==> config.mk <==
export PLATFORM = sky130hd
export DESIGN_NAME = div_ctrl_flat
export DESIGN_NICKNAME = d
export VERILOG_FILES = /design/src/rtl/div_ctrl_pkg.sv /design/src/rtl/div_ctrl_if.sv /design/src/rtl/div_ctrl_step.sv /design/src/rtl/div_ctrl.sv /design/src/flat_wrapper.sv
export SDC_FILE = /design/constraint.sdc
export NUM_CORES = 1
export LEC_CHECK = 0
export BUFFER_PORTS_ARGS = -buffer_cell sky130_fd_sc_hd__buf_2
export CORE_UTILIZATION = 30
export CTS_CLUSTER_SIZE = 28
export DETAILED_ROUTE_END_ITERATION = 10
export SLEW_MARGIN = 20
export SYNTH_ARGS = -nofsm -noshare
export SYNTH_HDL_FRONTEND = slang
export SYNTH_SLANG_ARGS = --single-unit
==> constraint.sdc <==
create_clock -name clk -period 5.8 [get_ports clk]
set_clock_uncertainty 0.15 [all_clocks]
set_input_delay 0.87 -clock clk [delete_from_list [all_inputs] [get_ports clk]]
set_output_delay 0.87 -clock clk [all_outputs]
set_load 0.005 [all_outputs]
==> src/rtl/div_ctrl_pkg.sv <==
// Shared definitions for the EX-stage multi-cycle divider: widths, FSM
// encodings, handshake symbols and a small arithmetic helper.
package div_ctrl_pkg;

  localparam int DATA_W    = 32;
  localparam int DIV_CNT_W = 6;

  // Number of shift-subtract iterations; the finalize cycle follows the last one.
  localparam logic [DIV_CNT_W-1:0] DIV_STEPS = 6'd32;

  typedef enum logic [1:0] {
    DIV_IDLE    = 2'b00,
    DIV_BY_ZERO = 2'b01,
    DIV_ON      = 2'b10,
    DIV_END     = 2'b11
  } div_state_e;

  localparam logic DivStart          = 1'b1;
  localparam logic DivStop           = 1'b0;
  localparam logic DivResultReady    = 1'b1;
  localparam logic DivResultNotReady = 1'b0;

  // Two's-complement negate (modulo 2^DATA_W) when neg is set, else pass through.
  function automatic logic [DATA_W-1:0] cond_negate(input logic [DATA_W-1:0] v,
                                                    input logic neg);
    logic [DATA_W-1:0] r;
    if (neg) begin
      r = ~v + {{(DATA_W-1){1'b0}}, 1'b1};
    end else begin
      r = v;
    end
    return r;
  endfunction

endpackage

==> src/rtl/div_ctrl_if.sv <==
// Request/response bundle between the EX stage (master) and the divider (slave).
interface div_ctrl_if;
  import div_ctrl_pkg::*;

  logic                  div_start_i;
  logic                  signed_div_i;
  logic [DATA_W-1:0]     opdata1_i;
  logic [DATA_W-1:0]     opdata2_i;
  logic                  annul_i;
  logic [2*DATA_W-1:0]   result_o;
  logic                  ready_o;
  logic                  stall_req_o;

  modport master (
    output div_start_i, signed_div_i, opdata1_i, opdata2_i, annul_i,
    input  result_o, ready_o, stall_req_o
  );

  modport slave (
    input  div_start_i, signed_div_i, opdata1_i, opdata2_i, annul_i,
    output result_o, ready_o, stall_req_o
  );

endinterface

==> src/rtl/div_ctrl_step.sv <==
// One radix-2 restoring iteration. The partial register holds the running
// remainder in its upper bits and the dividend/quotient bits below; the
// 33-bit window [2W:W] is compared against the divisor each step.
module div_ctrl_step
  import div_ctrl_pkg::*;
(
  input  logic [2*DATA_W:0]   partial_i,
  input  logic [DATA_W-1:0]   divisor_i,
  output logic [2*DATA_W-1:0] partial_o,   // next partial bits [2W:1]
  output logic                quot_bit_o   // next partial bit 0
);

  logic              keep_s;
  logic [DATA_W-1:0] trial_s;

  // Trial subtraction: when the window is >= divisor the difference fits in
  // DATA_W bits, so only the low half of the trial is ever kept.
  always_comb begin
    keep_s  = (partial_i[2*DATA_W:DATA_W] >= {1'b0, divisor_i});
    trial_s = partial_i[2*DATA_W-1:DATA_W] - divisor_i;
    if (keep_s) begin
      partial_o  = {trial_s, partial_i[DATA_W-1:0]};
      quot_bit_o = 1'b1;
    end else begin
      partial_o  = partial_i[2*DATA_W-1:0];
      quot_bit_o = 1'b0;
    end
  end

endmodule

==> src/rtl/div_ctrl.sv <==
// Multi-cycle 32-bit DIV/DIVU controller: sequences 32 restoring steps,
// fixes up signs, stalls the pipeline while busy and supports annulment.
module div_ctrl
  import div_ctrl_pkg::*;
(
  input logic       clk,
  input logic       rst,
  div_ctrl_if.slave bus
);

  div_state_e           state_q, state_d;
  logic [DIV_CNT_W-1:0] cnt_q, cnt_d;
  logic [2*DATA_W:0]    partial_q, partial_d;
  logic [DATA_W-1:0]    divisor_q, divisor_d;
  logic                 sign_en_q, sign_en_d;
  logic                 neg_dvd_q, neg_dvd_d;
  logic                 neg_dvs_q, neg_dvs_d;
  logic [2*DATA_W-1:0]  result_q, result_d;
  logic                 ready_q, ready_d;

  logic [2*DATA_W-1:0]  step_partial_s;
  logic                 step_qbit_s;
  logic                 go_s;
  logic                 in_neg_dvd_s;
  logic                 in_neg_dvs_s;
  logic [DATA_W-1:0]    quot_s;
  logic [DATA_W-1:0]    rem_s;

  div_ctrl_step u_step (
    .partial_i  (partial_q),
    .divisor_i  (divisor_q),
    .partial_o  (step_partial_s),
    .quot_bit_o (step_qbit_s)
  );

  // Next-state, datapath loads and output register values.
  always_comb begin
    state_d      = state_q;
    cnt_d        = cnt_q;
    partial_d    = partial_q;
    divisor_d    = divisor_q;
    sign_en_d    = sign_en_q;
    neg_dvd_d    = neg_dvd_q;
    neg_dvs_d    = neg_dvs_q;
    result_d     = result_q;
    ready_d      = ready_q;
    go_s         = (bus.div_start_i == DivStart) && !bus.annul_i;
    in_neg_dvd_s = bus.signed_div_i & bus.opdata1_i[DATA_W-1];
    in_neg_dvs_s = bus.signed_div_i & bus.opdata2_i[DATA_W-1];
    quot_s       = cond_negate(partial_q[DATA_W-1:0], sign_en_q & (neg_dvd_q ^ neg_dvs_q));
    rem_s        = cond_negate(partial_q[2*DATA_W:DATA_W+1], sign_en_q & neg_dvd_q);
    case (state_q)
      DIV_IDLE: begin
        if (go_s && (bus.opdata2_i == {DATA_W{1'b0}})) begin
          state_d = DIV_BY_ZERO;
        end else if (go_s) begin
          state_d   = DIV_ON;
          sign_en_d = bus.signed_div_i;
          neg_dvd_d = in_neg_dvd_s;
          neg_dvs_d = in_neg_dvs_s;
          // Upper remainder half cleared; dividend magnitude sits one bit up
          // so the first window sees its MSB.
          partial_d = {{DATA_W{1'b0}}, cond_negate(bus.opdata1_i, in_neg_dvd_s), 1'b0};
          divisor_d = cond_negate(bus.opdata2_i, in_neg_dvs_s);
          cnt_d     = {DIV_CNT_W{1'b0}};
        end else begin
          state_d = DIV_IDLE;
        end
      end
      DIV_BY_ZERO: begin
        if (bus.annul_i) begin
          state_d = DIV_IDLE;
        end else begin
          state_d  = DIV_END;
          result_d = {(2*DATA_W){1'b0}};
          ready_d  = DivResultReady;
        end
      end
      DIV_ON: begin
        if (bus.annul_i) begin
          state_d = DIV_IDLE;
          cnt_d   = {DIV_CNT_W{1'b0}};
        end else if (cnt_q != DIV_STEPS) begin
          partial_d = {step_partial_s, step_qbit_s};
          cnt_d     = cnt_q + 6'd1;
        end else begin
          state_d  = DIV_END;
          result_d = {rem_s, quot_s};
          ready_d  = DivResultReady;
        end
      end
      DIV_END: begin
        if ((bus.div_start_i == DivStop) || bus.annul_i) begin
          state_d  = DIV_IDLE;
          result_d = {(2*DATA_W){1'b0}};
          ready_d  = DivResultNotReady;
        end else begin
          state_d = DIV_END;
        end
      end
      default: begin
        state_d  = DIV_IDLE;
        result_d = {(2*DATA_W){1'b0}};
        ready_d  = DivResultNotReady;
      end
    endcase
  end

  // State and datapath registers with synchronous reset.
  always_ff @(posedge clk) begin
    if (rst) begin
      state_q   <= DIV_IDLE;
      cnt_q     <= {DIV_CNT_W{1'b0}};
      partial_q <= {(2*DATA_W+1){1'b0}};
      divisor_q <= {DATA_W{1'b0}};
      sign_en_q <= 1'b0;
      neg_dvd_q <= 1'b0;
      neg_dvs_q <= 1'b0;
      result_q  <= {(2*DATA_W){1'b0}};
      ready_q   <= DivResultNotReady;
    end else begin
      state_q   <= state_d;
      cnt_q     <= cnt_d;
      partial_q <= partial_d;
      divisor_q <= divisor_d;
      sign_en_q <= sign_en_d;
      neg_dvd_q <= neg_dvd_d;
      neg_dvs_q <= neg_dvs_d;
      result_q  <= result_d;
      ready_q   <= ready_d;
    end
  end

  assign bus.result_o    = result_q;
  assign bus.ready_o     = ready_q;
  assign bus.stall_req_o = (bus.div_start_i == DivStart) && !bus.annul_i && (state_q != DIV_END);

endmodule

==> src/flat_wrapper.sv <==
// flat-port wrapper written by rule: the top's interface ports become plain ports
module div_ctrl_flat import div_ctrl_pkg::*;
  (clk, rst, bus_div_start_i, bus_signed_div_i, bus_opdata1_i, bus_opdata2_i, bus_annul_i, bus_result_o, bus_ready_o, bus_stall_req_o);
  div_ctrl_if bus_i ();
  input logic clk;
  input logic rst;
  input wire logic [$bits(bus_i.div_start_i)-1:0] bus_div_start_i;
  input wire logic [$bits(bus_i.signed_div_i)-1:0] bus_signed_div_i;
  input wire logic [$bits(bus_i.opdata1_i)-1:0] bus_opdata1_i;
  input wire logic [$bits(bus_i.opdata2_i)-1:0] bus_opdata2_i;
  input wire logic [$bits(bus_i.annul_i)-1:0] bus_annul_i;
  output wire logic [$bits(bus_i.result_o)-1:0] bus_result_o;
  output wire logic [$bits(bus_i.ready_o)-1:0] bus_ready_o;
  output wire logic [$bits(bus_i.stall_req_o)-1:0] bus_stall_req_o;
  assign bus_i.div_start_i = bus_div_start_i;
  assign bus_i.signed_div_i = bus_signed_div_i;
  assign bus_i.opdata1_i = bus_opdata1_i;
  assign bus_i.opdata2_i = bus_opdata2_i;
  assign bus_i.annul_i = bus_annul_i;
  assign bus_result_o = bus_i.result_o;
  assign bus_ready_o = bus_i.ready_o;
  assign bus_stall_req_o = bus_i.stall_req_o;
  div_ctrl u_core (.clk(clk), .rst(rst), .bus(bus_i));
endmodule
==> impl_metrics.ini <==
[status]
status = finished, violations left
violations = design-rule violations

[critical_path]
setup.worst_path.end_class = flip-flop
crit_slowest_cell = sky130_fd_sc_hd__nor4_1
worst-r2r-setup-slack_ns = 1.84
crit_path_kind = input port to flip-flop
startpoint_type = input port
regToRegEndpoint = u_core.partial_q[44]
timing.critical_path.fanout_max = 30
path_cells = buf_2, nor4_1, nand4_1, or4_1, nand2_1, a211o_1, nor2_1, a21oi_1, nor2_1
ff2ff_path_depth = 12
critical_path_arrival_ns = 4.36
timing.critical_path.mode_cell = sky130_fd_sc_hd__nor2_1
peak_per_stage_delay_on_the_critical_path_ns = 0.82
required_ns = 5.95
r2r-start = u_core.partial_q[33]

[grt]
grt_first_pass_wirelength_mm = 50.65
met2_usage = 0.2328
first_global_vias = 9205
largest_net_degree_at_the_start_of_global_routing = 76
use_met3 = 0.03783
grt_antenna_before_repair = 7
grt-ovfl-total = 0
grt_util_met1 = 0.2632
grt_usage = 0.1717
global_route.peak_usage_layer = met1

[run]
drv_cap = 0

[timing]
layout_worst_path_cycle_share = 0.7262
slew_headroom = 0.2929
postLayoutSetupSlackWorst_ns = 1.588
grt_setup_unrepaired = no
max_slew.worst_pin.slew_ns = 1.055
report.final.setup_viol = 0
endpoints_failing_hold = 0
clock.fmax_mhz = 237.4
finalMaxSlewViolations = 0
setup_tns_ns = 0
post-route-min-period_ns = 4.212

[yosys]
synthArstFlopShare = 0
synth.yosys.warnings = 0
yosysSeqAreaShare = 0.3172
post_synthesis_average_cell_area_sq_um = 7.668
post-synth-top-area-fraction = 0.3172
syn-num-nets = 1537
synth.ff_latch_count = 173
leading_register_cell_type_out_of_synthesis = sky130_fd_sc_hd__dfxtp_1
synthDistinctLibCells = 64
post_synth_main_area_contributors = sky130_fd_sc_hd__dfxtp_1, sky130_fd_sc_hd__xnor2_1, sky130_fd_sc_hd__nand2_1
post_synth_inst_count = 1424
syn_area_sq_mm = 0.01092
post-synth-top-area-cell = sky130_fd_sc_hd__dfxtp_1
synth-edff-count = 0

[clock_network]
path_clk_slew_ns = 0.07
cts.root.buffer_cell = sky130_fd_sc_hd__clkbuf_16
clock_tree.htree_level_count = 4
tritoncts = built
post_cts_hold_buffer_count = 0
cts.repair.resized = 0
cts_num_sinks = 173
buffers_inserted_during_post_cts_setup_optimization = 0
clock_latency_late_sink_ns = 0.44
max-clock-path-buffers = 2
cts_inserted_buffers = 17

[floorplan]
io_pins = 135
num_rows = 69
die_y_microns = 192.8
initial_core_util = 0.3062
die_width_microns = 192.8
floorplan.core_area_sq_mm = 0.03566
die_area_sq_mm = 0.03716

[route]
drtAntennaViolNets = 0
drt-initial-drc-count = 698
vias = 10169
post_drt_wl_per_cell_microns = 16.13
drt_pass1_iterations = 9
wl_mm = 31.94
drt_drc_violations_left = 40
vias_per_cell = 5.136

[pwr]
power.static_leakage_uw = 0.005112
net-switching-power_uw = 868.9
gate_power_share = 0.174
p_clk_frac = 0.397
power_density_mw_per_mm2 = 235.1
sequentialPowerShare = 0.429
worst_ir_drop_vdd_mv = 0.2022
p_int_uw = 2073
power.share.switching = 0.2953

[hold_path]
holdCritStartpoint = u_core.divisor_q[30]
worstHoldPathType = flip-flop to flip-flop
hold-path-cell-count = 2
worstHoldEndpoint = u_core.divisor_q[30]

[layout]
fraction_of_final_layout_cells_with_drive_strength_greater_than_1 = 0.1266
design.final.nets = 1616
area_delta_synth_final_pct = 14.63

[placement]
post-place-ws_ns = 1.186
gp_routability_congestion = 0.8764
detailed_place_hpwl_mm = 24.48
place.port_buffers = 134
[cell usage in the layout (no fill, tap or decap), types with 4 or more instances in the layout]
master / n
sky130_fd_sc_hd__a211oi_1: 30
sky130_fd_sc_hd__a21o_1: 15
sky130_fd_sc_hd__a21oi_1: 102
sky130_fd_sc_hd__a22o_1: 19
sky130_fd_sc_hd__a22oi_1: 44
sky130_fd_sc_hd__a31oi_1: 13
sky130_fd_sc_hd__a32oi_1: 13
sky130_fd_sc_hd__and2_1: 4
sky130_fd_sc_hd__and3_1: 9
sky130_fd_sc_hd__buf_2: 133
sky130_fd_sc_hd__buf_4: 11
sky130_fd_sc_hd__clkbuf_16: 17
sky130_fd_sc_hd__clkinv_2: 5
sky130_fd_sc_hd__dfxtp_1: 173
sky130_fd_sc_hd__ha_1: 42
sky130_fd_sc_hd__inv_1: 56
sky130_fd_sc_hd__mux2i_1: 24
sky130_fd_sc_hd__nand2_1: 173
sky130_fd_sc_hd__nand2b_1: 8
sky130_fd_sc_hd__nand3_1: 18
sky130_fd_sc_hd__nand4_1: 11
sky130_fd_sc_hd__nor2_1: 165
sky130_fd_sc_hd__nor2b_1: 12
sky130_fd_sc_hd__nor3_1: 33
sky130_fd_sc_hd__nor4_1: 17
sky130_fd_sc_hd__o211ai_1: 5
sky130_fd_sc_hd__o21a_1: 4
sky130_fd_sc_hd__o21ai_0: 95
sky130_fd_sc_hd__o21ai_1: 11
sky130_fd_sc_hd__o31ai_1: 20
sky130_fd_sc_hd__o41ai_1: 16
sky130_fd_sc_hd__or3_1: 8
sky130_fd_sc_hd__or4_1: 11
sky130_fd_sc_hd__xnor2_1: 78
sky130_fd_sc_hd__xor2_1: 69
[how the worst max path moves through the flow]
stage | start | to | cells past startpoint
after CTS | bus_opdata2_i[3] | u_core.partial_q[2] | 9
after global placement | bus_opdata2_i[3] | u_core.partial_q[2] | 9
after global routing | bus_opdata2_i[3] | u_core.partial_q[23] | 10
after detailed placement | bus_opdata2_i[3] | u_core.partial_q[2] | 9
after floorplan | bus_opdata2_i[13] | u_core.partial_q[54] | 10
final | bus_opdata2_i[3] | u_core.partial_q[2] | 9
[cell usage after synthesis, drive strengths merged (3+ instances only)]
cell	instances
a211oi	31
a21o	15
a21oi	103
a22o	19
a22oi	44
a31oi	14
a32oi	13
and2	4
and3	9
buf	20
clkbuf	64
dfxtp	173
ha	43
inv	56
mux2i	24
nand2	173
nand2b	8
nand3	20
nand4	11
nand4b	3
nor2	167
nor2b	12
nor3	34
nor4	17
nor4b	3
o211ai	5
o21a	4
o21ai	106
o31ai	20
o41ai	16
or2	3
or3	9
or4	12
xnor2	78
xor2	69
[power groups by stage]
| stage | logic [uW] | clock network [uW] | registers (uW) |
|---|---|---|---|
| floorplan | 371 | 0 | 1270 |
| global placement | 503 | 0 | 1290 |
| detailed placement | 508 | 0 | 1290 |
| CTS | 510 | 1190 | 1260 |
| global route | 574 | 1230 | 1270 |
| finish | 511 | 1170 | 1260 |
[logic make-up (layout without fill, tap and decap cells)]
group,Yosys count,in the layout,share of synthesized area
fa+ha+maj,44,44,0.05111
compound gates,403,403,0.2366
flops,173,173,0.3172
simple gates,492,492,0.2036
xor+xnor,147,147,0.1179
other cells,0,3,0
buf+inv,140,232,0.05053
mux,25,25,0.02303
[critical path, delay by kind of cell]
kind	cells	cell delay, ns
buffers and inverters	1	0.13
AOI/OAI and AO/OA	2	0.95
and+or+nand+nor	6	2.40
[through the flow]
stage	instances	util	area [sq um]	hold WS, ns	power, uW
finish	1980	0.3511	12520	0.3118	2942
floorplan	1424	-	10920	0.2819	1646
detailed placement	1945	0.3343	11920	0.3008	1796
global placement	1945	0.3343	11920	0.2948	1789
global route	1978	0.3509	12510	0.3337	3075
CTS	1977	0.3508	12510	0.3096	2966
[state kept, by name, indices dropped and copies added (netlist names)]
name                 cells
u_core.divisor_q        32
u_core.bus.result_o     64
u_core.cnt_q             6
u_core.sign_en_q         1
u_core.neg_dvs_q         1
u_core.bus.ready_o       1
u_core.neg_dvd_q         1
u_core.state_q           2
u_core.partial_q        65
[layout make-up]
cell class                      count  area [sq um]
Clock inverter                     13         136.4
Clock buffer                       19         452.9
Tap cell                          461         576.8
Sequential cell                   173          3463
Antenna cell                        3         7.507
Inverter                           56         210.2
Multi-Input combinational cell   1111          6922
Timing Repair Buffer              144         748.2
Fill cell                        3714         23140
[per-layer routing]
metal	wire length, microns	up-vias
met2	12370	259
met5	50	-
li1	-	5212
met1	16920	4646
met3	2074	42
met4	518	10
Power figures use the tool's default switching activity.
